$ cat src/rtl/uart_pkg.sv
// Shared UART definitions: receive FSM encoding, default widths, word packing sizes
// and the inter-byte timeout default derived from clock and baud rate.
package uart_pkg;

    typedef enum logic [1:0] {
        ST_IDLE     = 2'd0,
        ST_CAPTURE  = 2'd1,
        ST_WAIT_LOW = 2'd2
    } rx_state_e;

    localparam int UART_NBIT_DEF      = 8;
    localparam int DATA_WIDTH_DEF     = 32;
    localparam int BYTES_PER_WORD_DEF = DATA_WIDTH_DEF / UART_NBIT_DEF;
    localparam int BYTE_CNT_W         = $clog2(BYTES_PER_WORD_DEF) + 1;

    localparam int CLK_FREQ_HZ = 1_152_000;
    localparam int BAUDRATE    = 115_200;
    localparam int FRAME_BITS  = 10;

    // start + 8 data + stop bits per frame, counted in system clocks
    function automatic int frame_timeout(input int clk_hz, input int baud, input int frames);
        return frames * FRAME_BITS * (clk_hz / baud);
    endfunction

    localparam int TIMEOUT_CYCLES_DEF = frame_timeout(CLK_FREQ_HZ, BAUDRATE, 10);

endpackage

$ cat src/rtl/uart_timeout_counter.sv
// Idle-clock counter: counts enabled clocks, pulses expire_o on the clock where the
// count would reach TIMEOUT_CYCLES and restarts; TIMEOUT_CYCLES=0 never expires.
module uart_timeout_counter #(
    parameter int TIMEOUT_CYCLES = 1000
) (
    input  logic clk,
    input  logic reset,
    input  logic en_i,
    input  logic clr_i,
    output logic expire_o
);

    localparam int CW = (TIMEOUT_CYCLES > 0) ? $clog2(TIMEOUT_CYCLES + 1) : 1;
    localparam logic [CW-1:0] LAST = CW'((TIMEOUT_CYCLES > 0) ? TIMEOUT_CYCLES - 1 : 0);
    localparam bit ENABLED = (TIMEOUT_CYCLES > 0);

    logic [CW-1:0] cnt_q, cnt_d;

    assign expire_o = ENABLED && en_i && !clr_i && (cnt_q == LAST);

    always_comb begin
        cnt_d = cnt_q;
        if (clr_i || expire_o) begin
            cnt_d = '0;
        end else if (en_i && ENABLED) begin
            cnt_d = cnt_q + CW'(1);
        end
    end

    always_ff @(posedge clk or negedge reset) begin
        if (!reset) begin
            cnt_q <= '0;
        end else begin
            cnt_q <= cnt_d;
        end
    end

endmodule

$ cat src/rtl/uart_rx_word_assembler.sv
// Packs received UART bytes little-endian into words, acknowledging each byte with a
// one-cycle clr_rx_flag; adds a read handshake, sticky overrun and a partial-word timeout.
module uart_rx_word_assembler
    import uart_pkg::*;
#(
    parameter int DATA_WIDTH     = DATA_WIDTH_DEF,
    parameter int UART_Nbit      = UART_NBIT_DEF,
    parameter int BYTES_PER_WORD = DATA_WIDTH / UART_Nbit,
    parameter int TIMEOUT_CYCLES = TIMEOUT_CYCLES_DEF
) (
    input  logic                              clk,
    input  logic                              reset,
    input  logic [UART_Nbit-1:0]              rx_data,
    input  logic                              rx_flag,
    input  logic                              word_ack,
    output logic                              clr_rx_flag,
    output logic [DATA_WIDTH-1:0]             word_out,
    output logic                              word_valid,
    output logic                              overrun,
    output logic                              timeout_pulse,
    output logic [$clog2(BYTES_PER_WORD):0]   byte_count
);

    localparam int BCW = $clog2(BYTES_PER_WORD) + 1;

    rx_state_e             state_q, state_d;
    logic [DATA_WIDTH-1:0] shreg_q, shreg_d;
    logic [DATA_WIDTH-1:0] word_q, word_d;
    logic [DATA_WIDTH-1:0] full_w;
    logic [BCW-1:0]        cnt_q, cnt_d;
    logic                  valid_q, valid_d;
    logic                  ovr_q, ovr_d;
    logic                  tpulse_q;
    logic                  latch, expire, tmo_en;

    // Bytes are only taken in IDLE, so a late-dropping Rx_flag cannot be re-captured.
    assign latch  = (state_q == ST_IDLE) && rx_flag;
    assign tmo_en = (cnt_q != '0) && (state_q == ST_IDLE) && !rx_flag;

    uart_timeout_counter #(
        .TIMEOUT_CYCLES(TIMEOUT_CYCLES)
    ) u_timeout (
        .clk     (clk),
        .reset   (reset),
        .en_i    (tmo_en),
        .clr_i   (latch),
        .expire_o(expire)
    );

    always_comb begin
        state_d = state_q;
        unique case (state_q)
            ST_IDLE:     if (rx_flag) state_d = ST_CAPTURE;
            ST_CAPTURE:  state_d = ST_WAIT_LOW;
            ST_WAIT_LOW: if (!rx_flag) state_d = ST_IDLE;
            default:     state_d = ST_IDLE;
        endcase
    end

    always_comb begin
        shreg_d = shreg_q;
        word_d  = word_q;
        cnt_d   = cnt_q;
        valid_d = valid_q;
        ovr_d   = ovr_q;
        full_w  = shreg_q;
        if (word_ack && valid_q) begin
            valid_d = 1'b0;
            ovr_d   = 1'b0;
        end
        if (latch) begin
            for (int k = 0; k < BYTES_PER_WORD; k++) begin
                if (cnt_q == BCW'(k)) full_w[k*UART_Nbit +: UART_Nbit] = rx_data;
            end
            if (cnt_q == BCW'(BYTES_PER_WORD - 1)) begin
                cnt_d   = '0;
                shreg_d = '0;
                // A same-cycle ack frees the holding register, so completion wins.
                if (!valid_q || word_ack) begin
                    word_d  = full_w;
                    valid_d = 1'b1;
                end else begin
                    ovr_d = 1'b1;
                end
            end else begin
                cnt_d   = cnt_q + BCW'(1);
                shreg_d = full_w;
            end
        end else if (expire) begin
            cnt_d   = '0;
            shreg_d = '0;
        end
    end

    always_ff @(posedge clk or negedge reset) begin
        if (!reset) begin
            state_q  <= ST_IDLE;
            shreg_q  <= '0;
            word_q   <= '0;
            cnt_q    <= '0;
            valid_q  <= 1'b0;
            ovr_q    <= 1'b0;
            tpulse_q <= 1'b0;
        end else begin
            state_q  <= state_d;
            shreg_q  <= shreg_d;
            word_q   <= word_d;
            cnt_q    <= cnt_d;
            valid_q  <= valid_d;
            ovr_q    <= ovr_d;
            tpulse_q <= expire;
        end
    end

    assign clr_rx_flag   = (state_q == ST_CAPTURE);
    assign word_out      = word_q;
    assign word_valid    = valid_q;
    assign overrun       = ovr_q;
    assign timeout_pulse = tpulse_q;
    assign byte_count    = cnt_q;

endmodule
$ cat config.mk
export PLATFORM = sky130hd
export DESIGN_NAME = uart_rx_word_assembler
export DESIGN_NICKNAME = d
export VERILOG_FILES = /design/src/rtl/uart_pkg.sv /design/src/rtl/uart_timeout_counter.sv /design/src/rtl/uart_rx_word_assembler.sv
export SDC_FILE = /design/constraint.sdc
export NUM_CORES = 1
export LEC_CHECK = 0
export CAP_MARGIN = 10
export CORE_MARGIN = 3
export CORE_UTILIZATION = 40
export CTS_CLUSTER_DIAMETER = 120
export DETAILED_ROUTE_END_ITERATION = 10
export REMOVE_ABC_BUFFERS = 1
export SYNTH_ARGS = -nofsm -noshare
export SYNTH_HDL_FRONTEND = slang
export SYNTH_SLANG_ARGS = --single-unit
$ cat constraint.sdc
create_clock -name clk -period 1.9 [get_ports clk]
set_clock_uncertainty 0.1 [all_clocks]
set_input_delay 0.19 -clock clk [delete_from_list [all_inputs] [get_ports clk]]
set_output_delay 0.19 -clock clk [all_outputs]
set_load 0.02 [all_outputs]
==> flow_metrics.env <==
export IMPL_mostFrequentLayoutCells="dfrtp_1 (74), clkdlybuf4s50_1 (48), buf_4 (37), nand2_1 (29), o21ai_0 (28)"
export IMPL_worstHoldPathType="in2async"
export IMPL_path_clk_slew_ns=0.07
export IMPL_grt_max_degree=51
export IMPL_cts_tree="built"
export IMPL_clk_latency_ns=0.33
export IMPL_slew_violations=0
export IMPL_tns_ns=0
export IMPL_cts_path_max_buffers=2
export IMPL_avgSynthCellArea_um2=11.8
export IMPL_synthCells=270
export IMPL_drv_cap=0
export IMPL_synth_top_area_cell="dfrtp_1"
export IMPL_fp_dieW_um=95.1
export IMPL_whs_ns=0.196
export IMPL_synth_area_um2=3170
export IMPL_final_setup_viol_count=0
export IMPL_grt_pass1_wl_um=11400
export IMPL_utilization=0.570
export IMPL_die_area_um2=9040
export IMPL_placed_area_um2=4000
export IMPL_crit_fanout=8
export IMPL_routabilityCongestion=0.750
export IMPL_synth_warnings=0
export IMPL_io_pins=51
export IMPL_h_tree_depth=3
export IMPL_ys_seq_elements=74
export IMPL_power_leakage_nw=2.08
export IMPL_slew_headroom=0.706
export IMPL_core_area_um2=7490
export IMPL_finalCriticalPeriod_ns=1.87
export IMPL_postLayoutCellArea_um2=4270
export IMPL_antenna_found_initial=0
export IMPL_start_util=0.424
export IMPL_die_h_um=95.1
export IMPL_end_kind="flip-flop"
export IMPL_finalCritPeriodShare=0.983
export IMPL_yosys_area_top_type_share=0.583
export IMPL_cts_buffers_inserted=9
export IMPL_rows=31
export IMPL_ir_worst_vdd_v=0.000953
export IMPL_r2r_end="shreg_q[12]$_DFFE_PN0P_"
export IMPL_r2r_slack_ns=0.03
export IMPL_grtUsageTotal=0.165
export IMPL_post_dp_hpwl_um=4690
export IMPL_initialDrtViolationCount=94
export IMPL_worstPathArrival_ns=2.04
export IMPL_viasPerCell=4.98
export IMPL_worstMarginPinSlew_ns=0.441
export IMPL_path_class="reg2reg"
export IMPL_powerDensity_nw_per_um2=1570
export IMPL_hold_viol_final=0
export IMPL_rsz0062_at_grt="yes"
export IMPL_critPathRequiredTime_ns=2.07
export IMPL_first_pass_iters=4
export IMPL_regToRegStartpoint="u_timeout.cnt_q[0]$_DFFE_PN0P_"
export IMPL_drive_above_1_share=0.182
export IMPL_cts_root_buffer="clkbuf_8"
export IMPL_overflow=0
export IMPL_routedWlPerCell_um=15.2
export IMPL_syn2layout_area_growth_pct=34.4
export IMPL_route_detailed_drc=0
export IMPL_mostFrequentLayoutCell="dfrtp_1"
export IMPL_nFillCells=638
export IMPL_cp_start_kind="flip-flop"
export IMPL_ant_nets=0
export IMPL_io_buffers=50
export IMPL_cts_sinks=74
export IMPL_ff2ff_path_depth=6
export IMPL_final_nets=375
export IMPL_status="complete, no violations"
export IMPL_drt_total_wl_um=7010
export IMPL_fmax_mhz=535
export IMPL_diodes=0
export IMPL_via_count=2294
export IMPL_seq_area_frac_synth=0.583
export IMPL_netlist_top_cells_area="dfrtp_1 (58%), mux2i_1 (7.9%), a22o_1 (6.6%), o21ai_0 (4.6%), nand2_1 (3.4%)"
export IMPL_grt_pass1_vias=2275
export IMPL_yosysUniqueCellTypes=33
## logic make-up after synthesis
kind of cell | synth area share
DFF | 0.583
xor gates and xnor gates | 0.0166
buffers and inverters | 0.0252
and+or+nand+nor | 0.117
adders and majority gates | 0.0197
muxes | 0.110
AOI/OAI and AO/OA | 0.128
## per-layer routing
layer / wire length [µm] / vias up / part of all wire / global-route usage
met3: 315 / 8 / 0.045 / 0.0505
met4: 65 / 0 / 0.0093 / 0.0469
met1: 3530 / 1110 / 0.50 / 0.235
li1: - / 1130 / - / -
met2: 3100 / 46 / 0.44 / 0.244
met5: 0 / - / 0 / 0
## worst max path at each step
| stage | cells past startpoint | start | endpoint | slack, ns |
|---|---|---|---|---|
| floorplan | 4 | state_q[0]$_DFFE_PN0P_ | word_out[30]$_DFFE_PN0P_ | -0.86 |
| finish | 6 | u_timeout.cnt_q[0]$_DFFE_PN0P_ | shreg_q[12]$_DFFE_PN0P_ | 0.03 |
| detailed placement | 8 | rx_flag | word_out[7]$_DFFE_PN0P_ | -0.19 |
| CTS | 6 | u_timeout.cnt_q[0]$_DFFE_PN0P_ | shreg_q[11]$_DFFE_PN0P_ | 0.02 |
| global placement | 6 | rx_flag | word_out[30]$_DFFE_PN0P_ | -0.15 |
| global route | 7 | byte_count[0]$_DFFE_PN0P_ | shreg_q[10]$_DFFE_PN0P_ | -0.06 |
## what timing repair did
action,CTS,global route
hold buffers,1,0
hold endpoints to repair,24,0
setup endpoints to repair,0,23
buffers inserted,0,6
resized for setup,0,5
## cells in the mapped netlist
cell type,count
nor4bb_1,1
xnor2_1,1
nand2b_1,7
xor2_1,5
mux2i_1,25
o21ai_0,29
buf_4,1
o21ai_2,2
inv_1,2
nand3b_1,2
mux2_2,6
o21ai_1,2
nand2_1,29
and4b_1,1
clkbuf_1,6
dfrtp_1,74
a22o_1,24
buf_6,1
nand3_1,5
nor2_1,13
and3b_1,2
or3_1,3
mux2_4,2
buf_2,4
nor4b_2,1
and3_1,1
buf_1,2
a21oi_1,5
or3b_1,1
inv_2,1
nor2b_1,1
nand4_1,6
ha_1,5
## registers in the layout, indices dropped and copies added, names as in the netlist
name	cells
word_out	32
shreg_q	24
u_timeout.cnt_q	10
byte_count	3
state_q	2
overrun	1
timeout_pulse	1
word_valid	1
## layout make-up
| cell class | instances | area, µm² | area share |
|---|---|---|---|
| tap | 99 | 124 | 0.0290 |
| sequential | 74 | 1850 | 0.434 |
| inverter | 3 | 11.3 | 0.00264 |
| timing repair buffer | 91 | 866 | 0.203 |
| clock buffer | 13 | 159 | 0.0372 |
| clock inverter | 2 | 12.5 | 0.00293 |
| multi-input combinational | 179 | 1240 | 0.291 |
## worst max-delay path, cell delays in order, from the launching register on
cell and delay (ns):
dfrtp_1 0.39, ha_1 0.20, nor4b_2 0.16, and4b_1 0.22, buf_4 0.16, o21ai_2 0.38, a22o_1 0.20
## through the flow
step                      power, mW  setup slack, ns  cells
after floorplan                4.13           -0.855    256
after global placement         5.52           -0.150    438
after detailed placement       5.56           -0.195    438
after CTS                      6.66           0.0177    454
after global routing           7.20          -0.0599    461
final                          6.71           0.0318    461
## where the power goes
group | internal, mW | switching, mW | leakage [nW]
Combinational | 1.61 | 1.49 | 1.01
Sequential | 2.19 | 0.355 | 0.979
Clock | 0.538 | 0.528 | 0.0855
No activity file was read; power rests on OpenSTA's default activity.
